**src/rtl/loader_pkg.sv**
```systemverilog
// Shared types for the UART boot-time program loader.
package loader_pkg;

   typedef enum logic [2:0] {
      IDLE,
      HDR,
      DATA,
      DONE,
      ERROR
   } loader_state_t;

   localparam int LOADER_HDR_BYTES = 4;

   typedef logic [1:0] lane_idx_t;

endpackage

```
**src/rtl/byte_assembler.sv**
```systemverilog
// Collects four UART bytes into one little-endian 32-bit word.
module byte_assembler
   import loader_pkg::*;
(
   input  logic        clk,
   input  logic        rst,
   input  logic        clear,
   input  logic        strobe,
   input  logic [7:0]  byte_in,
   output logic [31:0] word,
   output logic        word_valid
);

   lane_idx_t   idx_q, idx_d;
   logic [31:0] word_q, word_d;

   always_comb begin
      idx_d  = idx_q;
      word_d = word_q;
      if (clear) begin
         idx_d  = '0;
         word_d = '0;
      end else if (strobe) begin
         word_d[{idx_q, 3'b000} +: 8] = byte_in;
         idx_d = idx_q + 2'd1;
      end
   end

   // The word is presented combinationally so it is usable on the 4th strobe.
   assign word       = word_d;
   assign word_valid = strobe & ~clear & (idx_q == lane_idx_t'(LOADER_HDR_BYTES - 1));

   always_ff @(posedge clk or posedge rst) begin
      if (rst) begin
         idx_q  <= '0;
         word_q <= '0;
      end else begin
         idx_q  <= idx_d;
         word_q <= word_d;
      end
   end

endmodule

```
**src/rtl/uart_program_loader.sv**
```systemverilog
// Boot loader: UART byte stream (word count N, then N LE words) into imem from address 0.
//  state | meaning
//  IDLE  | waiting for rising edge of flash
//  HDR   | assembling the 4-byte word count
//  DATA  | assembling and writing instruction words
//  DONE  | one-cycle completion pulse
//  ERROR | oversize, timeout or abort; held until flash falls
module uart_program_loader
   import loader_pkg::*;
#(
   parameter int ADDR_WIDTH     = 10,
   parameter int TIMEOUT_CYCLES = 1_000_000
) (
   input  logic                  clk,
   input  logic                  rst,
   input  logic                  flash,
   input  logic                  uart_received,
   input  logic [7:0]            uart_data,
   output logic                  imem_we,
   output logic [ADDR_WIDTH-1:0] imem_addr,
   output logic [31:0]           imem_wdata,
   output logic                  cpu_hold,
   output logic                  load_done,
   output logic                  load_error,
   output logic [ADDR_WIDTH:0]   words_loaded
);

   localparam int          TMO_W   = $clog2(TIMEOUT_CYCLES + 1);
   localparam logic [31:0] DEPTH_W = 32'(2 ** ADDR_WIDTH);

   loader_state_t         state_q, state_d;
   logic                  flash_q;
   logic [ADDR_WIDTH:0]   n_q, n_d;
   logic [ADDR_WIDTH:0]   wl_q, wl_d, wl_inc;
   logic [TMO_W-1:0]      tmo_q, tmo_d, tmo_inc;
   logic                  imem_we_q, imem_we_d;
   logic [ADDR_WIDTH-1:0] addr_q, addr_d;
   logic [31:0]           wdata_q, wdata_d;
   logic                  cpu_hold_q, cpu_hold_d;
   logic                  load_done_q, load_done_d;
   logic                  load_error_q, load_error_d;

   logic                  start, loading, timeout;
   logic                  asm_clear, asm_strobe, word_valid;
   logic [31:0]           word;

   assign loading    = (state_q == HDR) || (state_q == DATA);
   assign asm_clear  = ~loading;
   assign asm_strobe = uart_received & loading;

   byte_assembler u_asm (
      .clk        (clk),
      .rst        (rst),
      .clear      (asm_clear),
      .strobe     (asm_strobe),
      .byte_in    (uart_data),
      .word       (word),
      .word_valid (word_valid)
   );

   always_comb begin
      start   = flash & ~flash_q;
      tmo_inc = tmo_q + 1'b1;
      wl_inc  = wl_q + 1'b1;
      // Expiry when the idle count would reach TIMEOUT_CYCLES-1; a strobe that cycle wins.
      timeout = loading & ~uart_received & (tmo_inc == TMO_W'(TIMEOUT_CYCLES - 1));

      state_d      = state_q;
      n_d          = n_q;
      wl_d         = wl_q;
      tmo_d        = tmo_q;
      imem_we_d    = 1'b0;
      addr_d       = addr_q;
      wdata_d      = wdata_q;
      load_error_d = load_error_q;

      case (state_q)
         IDLE: begin
            if (start) begin
               state_d      = HDR;
               load_error_d = 1'b0;
               wl_d         = '0;
               tmo_d        = '0;
            end
         end
         HDR: begin
            if (!flash || timeout) begin
               state_d = ERROR;
            end else begin
               tmo_d = uart_received ? '0 : tmo_inc;
               if (word_valid) begin
                  if (word == 32'd0) begin
                     state_d = DONE;
                  end else if (word > DEPTH_W) begin
                     state_d = ERROR;
                  end else begin
                     n_d     = word[ADDR_WIDTH:0];
                     state_d = DATA;
                  end
               end
            end
         end
         DATA: begin
            if (!flash || timeout) begin
               state_d = ERROR;
            end else begin
               tmo_d = uart_received ? '0 : tmo_inc;
               if (word_valid) begin
                  imem_we_d = 1'b1;
                  addr_d    = wl_q[ADDR_WIDTH-1:0];
                  wdata_d   = word;
                  wl_d      = wl_inc;
                  if (wl_inc == n_q) begin
                     state_d = DONE;
                  end
               end
            end
         end
         DONE: begin
            state_d = IDLE;
         end
         ERROR: begin
            if (!flash) begin
               state_d = IDLE;
            end
         end
         default: begin
            state_d = IDLE;
         end
      endcase

      if (state_d == ERROR) begin
         load_error_d = 1'b1;
      end
      load_done_d = (state_d == DONE);
      cpu_hold_d  = (state_d != IDLE);
   end

   always_ff @(posedge clk or posedge rst) begin
      if (rst) begin
         state_q      <= IDLE;
         flash_q      <= 1'b0;
         n_q          <= '0;
         wl_q         <= '0;
         tmo_q        <= '0;
         imem_we_q    <= 1'b0;
         addr_q       <= '0;
         wdata_q      <= '0;
         cpu_hold_q   <= 1'b0;
         load_done_q  <= 1'b0;
         load_error_q <= 1'b0;
      end else begin
         state_q      <= state_d;
         flash_q      <= flash;
         n_q          <= n_d;
         wl_q         <= wl_d;
         tmo_q        <= tmo_d;
         imem_we_q    <= imem_we_d;
         addr_q       <= addr_d;
         wdata_q      <= wdata_d;
         cpu_hold_q   <= cpu_hold_d;
         load_done_q  <= load_done_d;
         load_error_q <= load_error_d;
      end
   end

   assign imem_we      = imem_we_q;
   assign imem_addr    = addr_q;
   assign imem_wdata   = wdata_q;
   assign cpu_hold     = cpu_hold_q;
   assign load_done    = load_done_q;
   assign load_error   = load_error_q;
   assign words_loaded = wl_q;

endmodule

```
**config.mk**
```make
export PLATFORM = sky130hd
export DESIGN_NAME = uart_program_loader
export DESIGN_NICKNAME = d
export VERILOG_FILES = /design/src/rtl/loader_pkg.sv /design/src/rtl/byte_assembler.sv /design/src/rtl/uart_program_loader.sv
export SDC_FILE = /design/constraint.sdc
export NUM_CORES = 1
export LEC_CHECK = 0
export CAP_MARGIN = 20
export CORE_UTILIZATION = 34
export CTS_CLUSTER_SIZE = 16
export DETAILED_ROUTE_END_ITERATION = 8
export GPL_ROUTABILITY_DRIVEN = 0
export PLACE_DENSITY_LB_ADDON = 0.25
export SKIP_CTS_REPAIR_TIMING = 1
export SYNTH_ARGS = -nofsm -noshare
export SYNTH_HDL_FRONTEND = slang
export SYNTH_SLANG_ARGS = --single-unit
```
**constraint.sdc**
```tcl
create_clock -name clk -period 3.8 [get_ports clk]
set_clock_uncertainty 0.1 [all_clocks]
set_input_delay 0.38 -clock clk [delete_from_list [all_inputs] [get_ports clk]]
set_output_delay 0.38 -clock clk [all_outputs]
set_load 0.005 [all_outputs]
```
==> impl_summary.txt, run 1 <==
----------------------------------------------------
[Pwr]
  Reported net switching power ... roughly 0.8 mW
  Internal power contribution ... 2.513 mW
  Static power due to leakage ... around 3.5 nW
  Switching share of power ... 23.99%
  Power share of the clock group ... approximately half
  Areal power density over the cells ... between 400 and 500 nW/um^2
  Maximum VDD drop ... 0.3101 mV
  Sequential group share of total power ... about 42%
  Share of total power in combinational logic ... roughly 8.4%

[Clock network]
  Maximum clock path buffer count ... 2
  Clock-pin slew on the worst setup and hold paths ... around 0.050 ns
  Clock sinks ... around 130
  Total CTS buffers ... 17
  Clock Root Buffer ... clkbuf_16
  TritonCTS clock tree ... done
  Source-to-sink clock delay at the later pin of the worst-skew pair ... 0.41 ns
  H-tree levels ... 4

[Timing]
  Period utilization ... around 94%
  Tightest slew margin relative to the limit ... between 30% and 40%
  Final Worst Setup Slack ... roughly 0.21 ns
  Final setup fails ... 0
  Measured slew at the worst slew-check pin ... about 0.97 ns
  Sum of negative setup slack ... 0 ns
  Hold Vio Cnt, Final ... 0
  Number of pins with negative max-slew slack in the final report ... 0
  Top achievable clock speed ... 278.6 MHz
  Unrepaired setup endpoints after global routing ... false
  Post-layout minimum cycle time ... ~3.6 ns

[Synth]
  Warnings, synthesis ... 0
  Share of the synthesized area in the top cell type ... around half
  Most common library cells after synthesis ... nand2_1 (130), dfrtp_1 (126), nor2_1 (64)
  Count of flip-flops with a built-in enable after synthesis ... 0
  Mean area per synthesized cell ... 9.489 um^2
  Count of different cell masters after synthesis ... 67
  Number of synthesized register bits ... around 130
  Total standard cell area after synthesis ... between 6000 and 7000 um^2
  Cell with the most instances after synthesis ... nand2_1
  Async SR Flop Fraction ... 100.0%
  Cell count after synthesis ... approximately 660
  Primary flip-flop cell chosen by synthesis mapping ... dfrtp_1
  Share of the yosys chip area belonging to registers ... between 50 and 60%
  Top cells by area, synth ... dfrtp_1 (50%), nand2_1 (7.8%), nor2_1 (3.8%)
  Syn_nets ... a little under 700
  Top cell type by total area after synthesis ... dfrtp_1

[Setup path]
  Required time worst endpoint ... roughly 4 ns
  Maximum single-stage delay on the critical path ... between 0.5 and 0.6 ns
  Cell with the largest stage delay on the worst path ... or4b_4
  Setup crit start ... u_asm.idx_q[0]
  Crit path arrival time ... ~3.8 ns
  Largest fanout on the critical path ... 11
  Capturing element type of the critical path ... flop
  Startpoint of the worst register-to-register path ... u_asm.idx_q[0]
  Worst-path cell chain ... inv_1, ha_1, nor3b_1, and3_1, a211o_1, or4b_4, or3_4, nor3b_2, buf_12, mux2_2
  Type of the worst setup path ... reg2reg
  Worst setup SP type ... flop

[Global route]
  Largest net degree at the start of global routing ... between 100 and 150
  GR Overflow Total ... 0
  Overall global routing resource usage ... 17.75%
  Initial antenna violation count ... 0
  Via count of the first global-routing pass ... roughly 5300
  First-pass GRT wire length ... ~27000 um

[Layout]
  Number of nets in the layout ... 760
  Antenna cell count ... 0
  Number of cells in the finished layout apart from fillers ... between 900 and 1000
  Area used by multi-input combinational logic ... about 2900 um^2
  Layout cell share with drive strength beyond 1 ... around an eighth
  Number of fill cells ... 1745
  Post-synthesis to final-layout area growth ... 25.82%
  FF+latch area ... 3153 um^2

[Routing]
  Detailed Route WL ... between 15000 and 20000 um
  Vias/cell ... about 5.3
  DRC violation total after the first TritonRoute iteration ... between 300 and 400
  WL/cell ... 16.41 um
  Number of antenna-violating nets in the routed design ... 0
  Total iterations of the first detailed-routing run ... 5
  Count of vias placed by the detailed router ... 5206
  Metal1 wirelength ... approximately 7600 um
  Number of design rule violations left after detail routing ... 0
  Met2 wire length ... 7539 um
  Top layer used by detailed routing ... met4
  Met3 routed WL ... between 600 and 700 um

[Placed design]
  Pre-CTS WS ... 0.1054 ns
  Cells after DPL ... between 900 and 1000
  Quantity of I/O buffers inserted on ports ... 68
  Post-DP HPWL ... ~11000 um

[Hold path]
  Type of the most critical hold path ... reg2reg
  Hold path startpoint ... imem_wdata[27]

[Job]
  Count of max-cap constraint violations ... 0

[Die]
  Effective utilization at floorplan ... a little over a third
  Core area ... approximately 18000 um^2
  Overall die width ... ~140 um
  Io pins ... 69
  Die Y-Extent ... roughly 140 um
  Site row count ... 49
  Die area ... around 19000 um^2

[Outcome]
  Result of the run ... finished, final reports clean

----------------------------------------------------
-- cell type report --
class	count	area share (%)
Clock inverter	10	1.770
Inverter	9	0.4742
Timing Repair Buffer	96	11.73
Tap cell	229	3.620
Sequential cell	126	39.84
Multi-Input combinational cell	490	36.93
Clock buffer	20	5.643
-- logic make-up after synthesis --
family	count (synthesis)	synth area share, %
fa+ha+maj	8	1.591
mux	20	4.137
flops	126	50.12
simple gates	304	23.13
xor+xnor	27	4.057
buf+inv	47	3.421
compound gates	131	13.54
-- state kept, by name, indices dropped and copies added, names as in the netlist, 2 cells and up --
name / flops
imem_addr: 10
imem_wdata: 32
n_q: 11
state_q: 3
tmo_q: 20
u_asm.idx_q: 2
u_asm.word_q: 32
words_loaded: 11
-- cells in the final DEF, fill, tap and decap left out, types with 3 or more instances in the layout --
cell type	synthesis	layout
a21oi_1	18	18
a22o_1	12	12
a22oi_1	9	9
a31oi_1	9	9
and2_1	6	6
and3_1	8	8
buf_12	0	3
buf_4	3	25
bufinv_16	0	3
clkbuf_16	0	17
clkdlybuf4s50_1	0	68
clkinvlp_4	0	4
dfrtp_1	126	126
ha_1	8	8
inv_1	9	8
mux2_2	8	8
mux2_4	10	10
nand2_1	130	130
nand2b_1	6	6
nand3_1	32	32
nand3b_1	3	3
nand4_1	7	7
nor2_1	64	64
nor3_1	9	9
nor3b_1	3	3
nor4_1	6	6
o21ai_0	41	41
o21ai_1	7	7
o31ai_1	11	11
o41ai_1	4	4
or3_1	4	4
or4_1	5	5
xnor2_1	18	18
xor2_1	8	8
-- layer usage --
layer | vias to the layer above | GRT usage [%]
met1 | 2566 | 23.40
met3 | 22 | 4.572
met2 | 138 | 28.00
li1 | 2480 | -
met4 | 0 | 6.709
met5 | - | 0
-- worst max-delay path: cells and delay by family, from the launching register on --
family | cells | cell delay, ns
AND/OR/NAND/NOR | 5 | 1.58
AO/OA/AOI/OAI | 1 | 0.31
flip-flops | 1 | 0.49
adder cells (fa/ha/maj) | 1 | 0.33
buffers and inverters | 2 | 0.31
multiplexers | 1 | 0.34
-- path summary, 6_finish.rpt --
kind	slack (ns)	cells past startpoint	endpoint
setup / recovery	0.21	10	n_q[10]
setup reg to reg	0.21	10	n_q[10]
hold reg to reg	0.37	2	imem_wdata[27]
max in group asynchronous	2.68	3	u_asm.word_q[5]
min in group asynchronous	0.43	3	imem_wdata[2]
hold / removal	0.37	2	imem_wdata[27]
-- power groups by stage --
stage                     clock (mW)  combinational (mW)  sequential (mW)
after floorplan                    0               0.181             1.41
after global placement             0               0.278             1.42
after detailed placement           0               0.280             1.42
after CTS                       1.66               0.281             1.40
after global routing            1.72               0.310             1.40
final                           1.63               0.279             1.40
-- through the flow --
step / util, % / hold slack (ns) / total power [mW] / cell area (um^2)
2_1_floorplan: - / 0.3114 / 1.588 / 6295
3_3_place_gp: 40.66 / 0.3591 / 1.702 / 7328
3_5_place_dp: 40.66 / 0.3611 / 1.704 / 7328
4_1_cts: 43.91 / 0.3747 / 3.343 / 7915
5_1_grt: 43.91 / 0.3971 / 3.439 / 7915
6_report: 43.91 / 0.3713 / 3.306 / 7915
No activity file was read; power rests on OpenSTA's default activity.
==> inputs of run 2 (changes only) <==
--- a/config.mk
+++ b/config.mk
@@ -6,6 +6,7 @@
 export NUM_CORES = 1
 export LEC_CHECK = 0
 export CAP_MARGIN = 20
+export CORE_MARGIN = 1.5
 export CORE_UTILIZATION = 34
 export CTS_CLUSTER_SIZE = 16
 export DETAILED_ROUTE_END_ITERATION = 8
@@ -14,4 +15,6 @@
 export SKIP_CTS_REPAIR_TIMING = 1
 export SYNTH_ARGS = -nofsm -noshare
 export SYNTH_HDL_FRONTEND = slang
+export SYNTH_HIERARCHICAL = 1
 export SYNTH_SLANG_ARGS = --single-unit
+export TNS_END_PERCENT = 1
==> run 2 against run 1 <==
Net effect: wire length up 7.0%; sequential power about the same; clock power up 9.8%; sequential share of layout area down 1.4 points; non-clock buffer count down 4; critical path type unchanged; largest cell class is now multi-input combinational cells; highest routed layer unchanged.
==> impl_summary.txt, run 2 <==
----------------------------------------------------
[Outcome]
  Result of the run ... finished, final reports clean

[Die]
  Die area ... 20090 um^2 (+5.4%)
  Effective utilization at floorplan ... 34.87% (-0.035 points)
  Overall die width ... 141.7 um (+2.7%)
  Io pins ... 69 (unchanged)
  Die Y-Extent ... 141.7 um (+2.7%)
  Core area ... 18770 um^2 (+4.1%)
  Site row count ... 50 (+2.0%)

[Routing]
  Total iterations of the first detailed-routing run ... 7 (+2)
  Vias/cell ... 5.478 (+3.1%)
  DRC violation total after the first TritonRoute iteration ... 288 (-12%)
  Number of antenna-violating nets in the routed design ... 0 (unchanged)
  WL/cell ... 18.42 um (+12%)
  Detailed Route WL ... 17210 um (+7.0%)
  Count of vias placed by the detailed router ... 5116 (-1.7%)
  Number of design rule violations left after detail routing ... 0 (unchanged)

[Timing]
  Number of pins with negative max-slew slack in the final report ... 0 (unchanged)
  Period utilization ... 91.83% (-2.6 points)
  Measured slew at the worst slew-check pin ... 0.5456 ns (-0.4287 ns)
  Final setup fails ... 0 (unchanged)
  Top achievable clock speed ... 286.6 MHz (+2.9%)
  Post-layout minimum cycle time ... 3.489 ns (-0.09954 ns)
  Final Worst Setup Slack ... 0.3105 ns (+0.09954 ns)
  Unrepaired setup endpoints after global routing ... false
  Tightest slew margin relative to the limit ... 62.68% (+28 points)
  Hold Vio Cnt, Final ... 0 (unchanged)
  Sum of negative setup slack ... 0 ns (unchanged)

[Global route]
  Overall global routing resource usage ... 18.28% (+0.54 points)
  Routing usage on met3 ... 4.151% (-0.42 points)
  Met2 track demand over resource in global routing ... 29.06% (+1.1 points)
  First-pass GRT wire length ... 28460 um (+4.6%)
  Initial antenna violation count ... 0 (unchanged)
  Largest net degree at the start of global routing ... 93 (-27%)
  GR Overflow Total ... 0 (unchanged)
  Routing layer with the top usage in global route ... met2
  Via count of the first global-routing pass ... 5222 (-0.65%)
  Met1 Resource Use GR ... 24.89% (+1.5 points)

[Setup path]
  Cell type with the highest occurrence count on the critical path ... nand4_1
  R2R cell count ... 11 (+1)
  Reg-to-Reg End ... n_q[4]
  Largest fanout on the critical path ... 11 (unchanged)
  Total buffers and inverters traversed by the critical path ... 2 (unchanged)
  Required time worst endpoint ... 4.01 ns (+0.02 ns)
  Capturing element type of the critical path ... flop
  Slack of the worst reg-to-reg path ... 0.31 ns (+0.10 ns)
  Worst-path cell chain ... inv_1, ha_1, nor3b_2, nand4_1, a21oi_1, nor4_1, nand3_1, xor2_1, nand4_1, buf_4, mux2_1
  Crit path arrival time ... 3.69 ns (-0.09 ns)
  Worst setup SP type ... flop
  Type of the worst setup path ... reg2reg
  Delay-heaviest family, CP ... simple AND/OR/NAND/NOR gates
  Maximum single-stage delay on the critical path ... 0.58 ns (+0.02 ns)
  Cell with the largest stage delay on the worst path ... dfrtp_1
  Startpoint of the worst register-to-register path ... u_asm/idx_q[0]

[Layout]
  Area used by multi-input combinational logic ... 3166 um^2 (+8.3%)
  Number of nets in the layout ... 707 (-7.0%)
  Post-synthesis to final-layout area growth ... 25.45%
  Top library cells by usage in the layout, fill and taps aside ... dfrtp_1 (126), clkdlybuf4s50_1 (68), nand2_1 (49)
  FF+latch area ... 3153 um^2 (unchanged)
  Most common library cell in the layout ignoring fill and taps ... dfrtp_1
  Number of fill cells ... 1752 (+0.40%)
  Layout cell share with drive strength beyond 1 ... 15.00% (+2.9 points)
  Antenna cell count ... 0 (unchanged)

[Synth]
  Total standard cell area after synthesis ... 6544 um^2 (+4.0%)
  Warnings, synthesis ... 6 (+6)
  Count of flip-flops with a built-in enable after synthesis ... 0 (unchanged)
  Cell count after synthesis ... 609 (-8.1%)
  Syn_nets ... 629 (-7.9%)
  Share of the yosys chip area belonging to registers ... 48.18% (-1.9 points)
  Cell with the most instances after synthesis ... dfrtp_1
  Most common library cells after synthesis ... dfrtp_1 (126), nand2_1 (49), a21oi_1 (37)
  Top cells by area, synth ... dfrtp_1 (48%), mux2_4 (6.7%), mux2_1 (4.5%)
  Top cell type by total area after synthesis ... dfrtp_1
  Async SR Flop Fraction ... 100.0% (unchanged)
  Mean area per synthesized cell ... 10.75 um^2 (+13%)
  Count of different cell masters after synthesis ... 67 (unchanged)
  Primary flip-flop cell chosen by synthesis mapping ... dfrtp_1
  Share of the synthesized area in the top cell type ... 48.18% (-1.9 points)
  Number of synthesized register bits ... 126 (unchanged)

[Clock network]
  Clock-pin slew on the worst setup and hold paths ... 0.06 ns (about the same)
  Clock Root Buffer ... clkbuf_16
  Maximum clock path buffer count ... 2 (unchanged)
  Clock sinks ... 126 (unchanged)
  H-tree levels ... 4 (unchanged)
  TritonCTS clock tree ... done
  Total CTS buffers ... 17 (unchanged)
  Source-to-sink clock delay at the later pin of the worst-skew pair ... 0.42 ns (about the same)

[Hold path]
  Type of the most critical hold path ... in2async

[Pwr]
  Static power due to leakage ... 3.605 nW (+3.9%)
  Areal power density over the cells ... 407.8 nW/um^2 (-2.4%)
  Overall power of the completed layout ... 3.348 mW (+1.3%)
  Maximum VDD drop ... 0.3225 mV (+4.0%)

[Placed design]
  Pre-CTS WS ... 0.2817 ns (+0.1764 ns)
  Post-DP HPWL ... 11750 um (+5.1%)
  Quantity of I/O buffers inserted on ports ... 68 (unchanged)

[Job]
  Count of max-cap constraint violations ... 0 (unchanged)

----------------------------------------------------
==> run 2: changes by cell type after synthesis, moves of 13 or more <==
cell,before,now
nand2_1,130,49
o21ai_0,41,7
nor2_1,64,32
mux2_1,0,26
nand4_1,7,28
a21oi_1,18,37
mux2_4,10,29
and3_1,8,21
==> run 2: power by group <==
| part | total, mW | internal (mW) | switching [mW] |
|---|---|---|---|
| sequential | 1.39 | 1.36 | 0.0295 |
| combinational | 0.173 | 0.0635 | 0.110 |
| clock | 1.79 | 1.13 | 0.658 |
==> run 2: through the flow <==
| stage | cells | utilization [%] | hold WS [ns] | area [um^2] |
|---|---|---|---|---|
| 3_3_place_gp | 902 | 40.27 | 0.3724 | 7559 |
| 3_5_place_dp | 902 | 40.27 | 0.3799 | 7559 |
| 6_report | 934 | 43.74 | 0.2931 | 8209 |
| 5_1_grt | 934 | 43.74 | 0.3592 | 8209 |
| 4_1_cts | 934 | 43.70 | 0.3138 | 8202 |
| 2_1_floorplan | 609 | - | 0.3114 | 6544 |
==> run 2: cells by family after synthesis <==
| family | share of synthesized area [%] |
|---|---|
| and+or+nand+nor | 19.47 |
| xor gates and xnor gates | 2.811 |
| buffers and inverters | 3.556 |
| AOI/OAI and AO/OA | 12.22 |
| adders and majority gates | 1.530 |
| DFF | 48.18 |
| muxes | 12.24 |
==> run 2: worst max path at each step <==
| stage | from | endpoint | depth (start not counted) |
|---|---|---|---|
| 2_1_floorplan | state_q[0] | n_q[0] | 12 |
| 3_3_place_gp | uart_received | load_done | 11 |
| 3_5_place_dp | uart_received | load_done | 13 |
| 4_1_cts | u_asm/idx_q[0] | n_q[8] | 11 |
| 5_1_grt | u_asm/idx_q[0] | n_q[3] | 11 |
| 6_report | u_asm/idx_q[0] | n_q[4] | 11 |
==> run 2: metal layers <==
metal	vias up	wire [um]
met3	11	789
met5	-	0
met4	0	153
met1	2552	8191
met2	156	8074
li1	2397	-
==> run 2: worst register-to-register path, stage by stage (launching register included) <==
cell     delay, ns
dfrtp_1       0.58
inv_1         0.15
ha_1          0.43
nor3b_2       0.45
nand4_1       0.15
a21oi_1       0.45
nor4_1        0.10
nand3_1       0.16
xor2_1        0.16
nand4_1       0.12
buf_4         0.21
mux2_1        0.33
==> run 2: layout make-up <==
type	count	area share (%)
Clock inverter	14	2.484
Sequential cell	126	38.41
Clock buffer	18	5.350
Tap cell	234	3.567
Timing Repair Buffer	92	10.79
Inverter	18	0.8383
Multi-Input combinational cell	432	38.56
==> inputs of run 3 (changes only) <==
--- a/config.mk
+++ b/config.mk
@@ -13,6 +13,7 @@
 export GPL_ROUTABILITY_DRIVEN = 0
 export PLACE_DENSITY_LB_ADDON = 0.25
 export SKIP_CTS_REPAIR_TIMING = 1
+export SLEW_MARGIN = 30
 export SYNTH_ARGS = -nofsm -noshare
 export SYNTH_HDL_FRONTEND = slang
 export SYNTH_HIERARCHICAL = 1
==> results of run 3 <==
The final DEF is identical to that of run 2; final timing and power are the same.
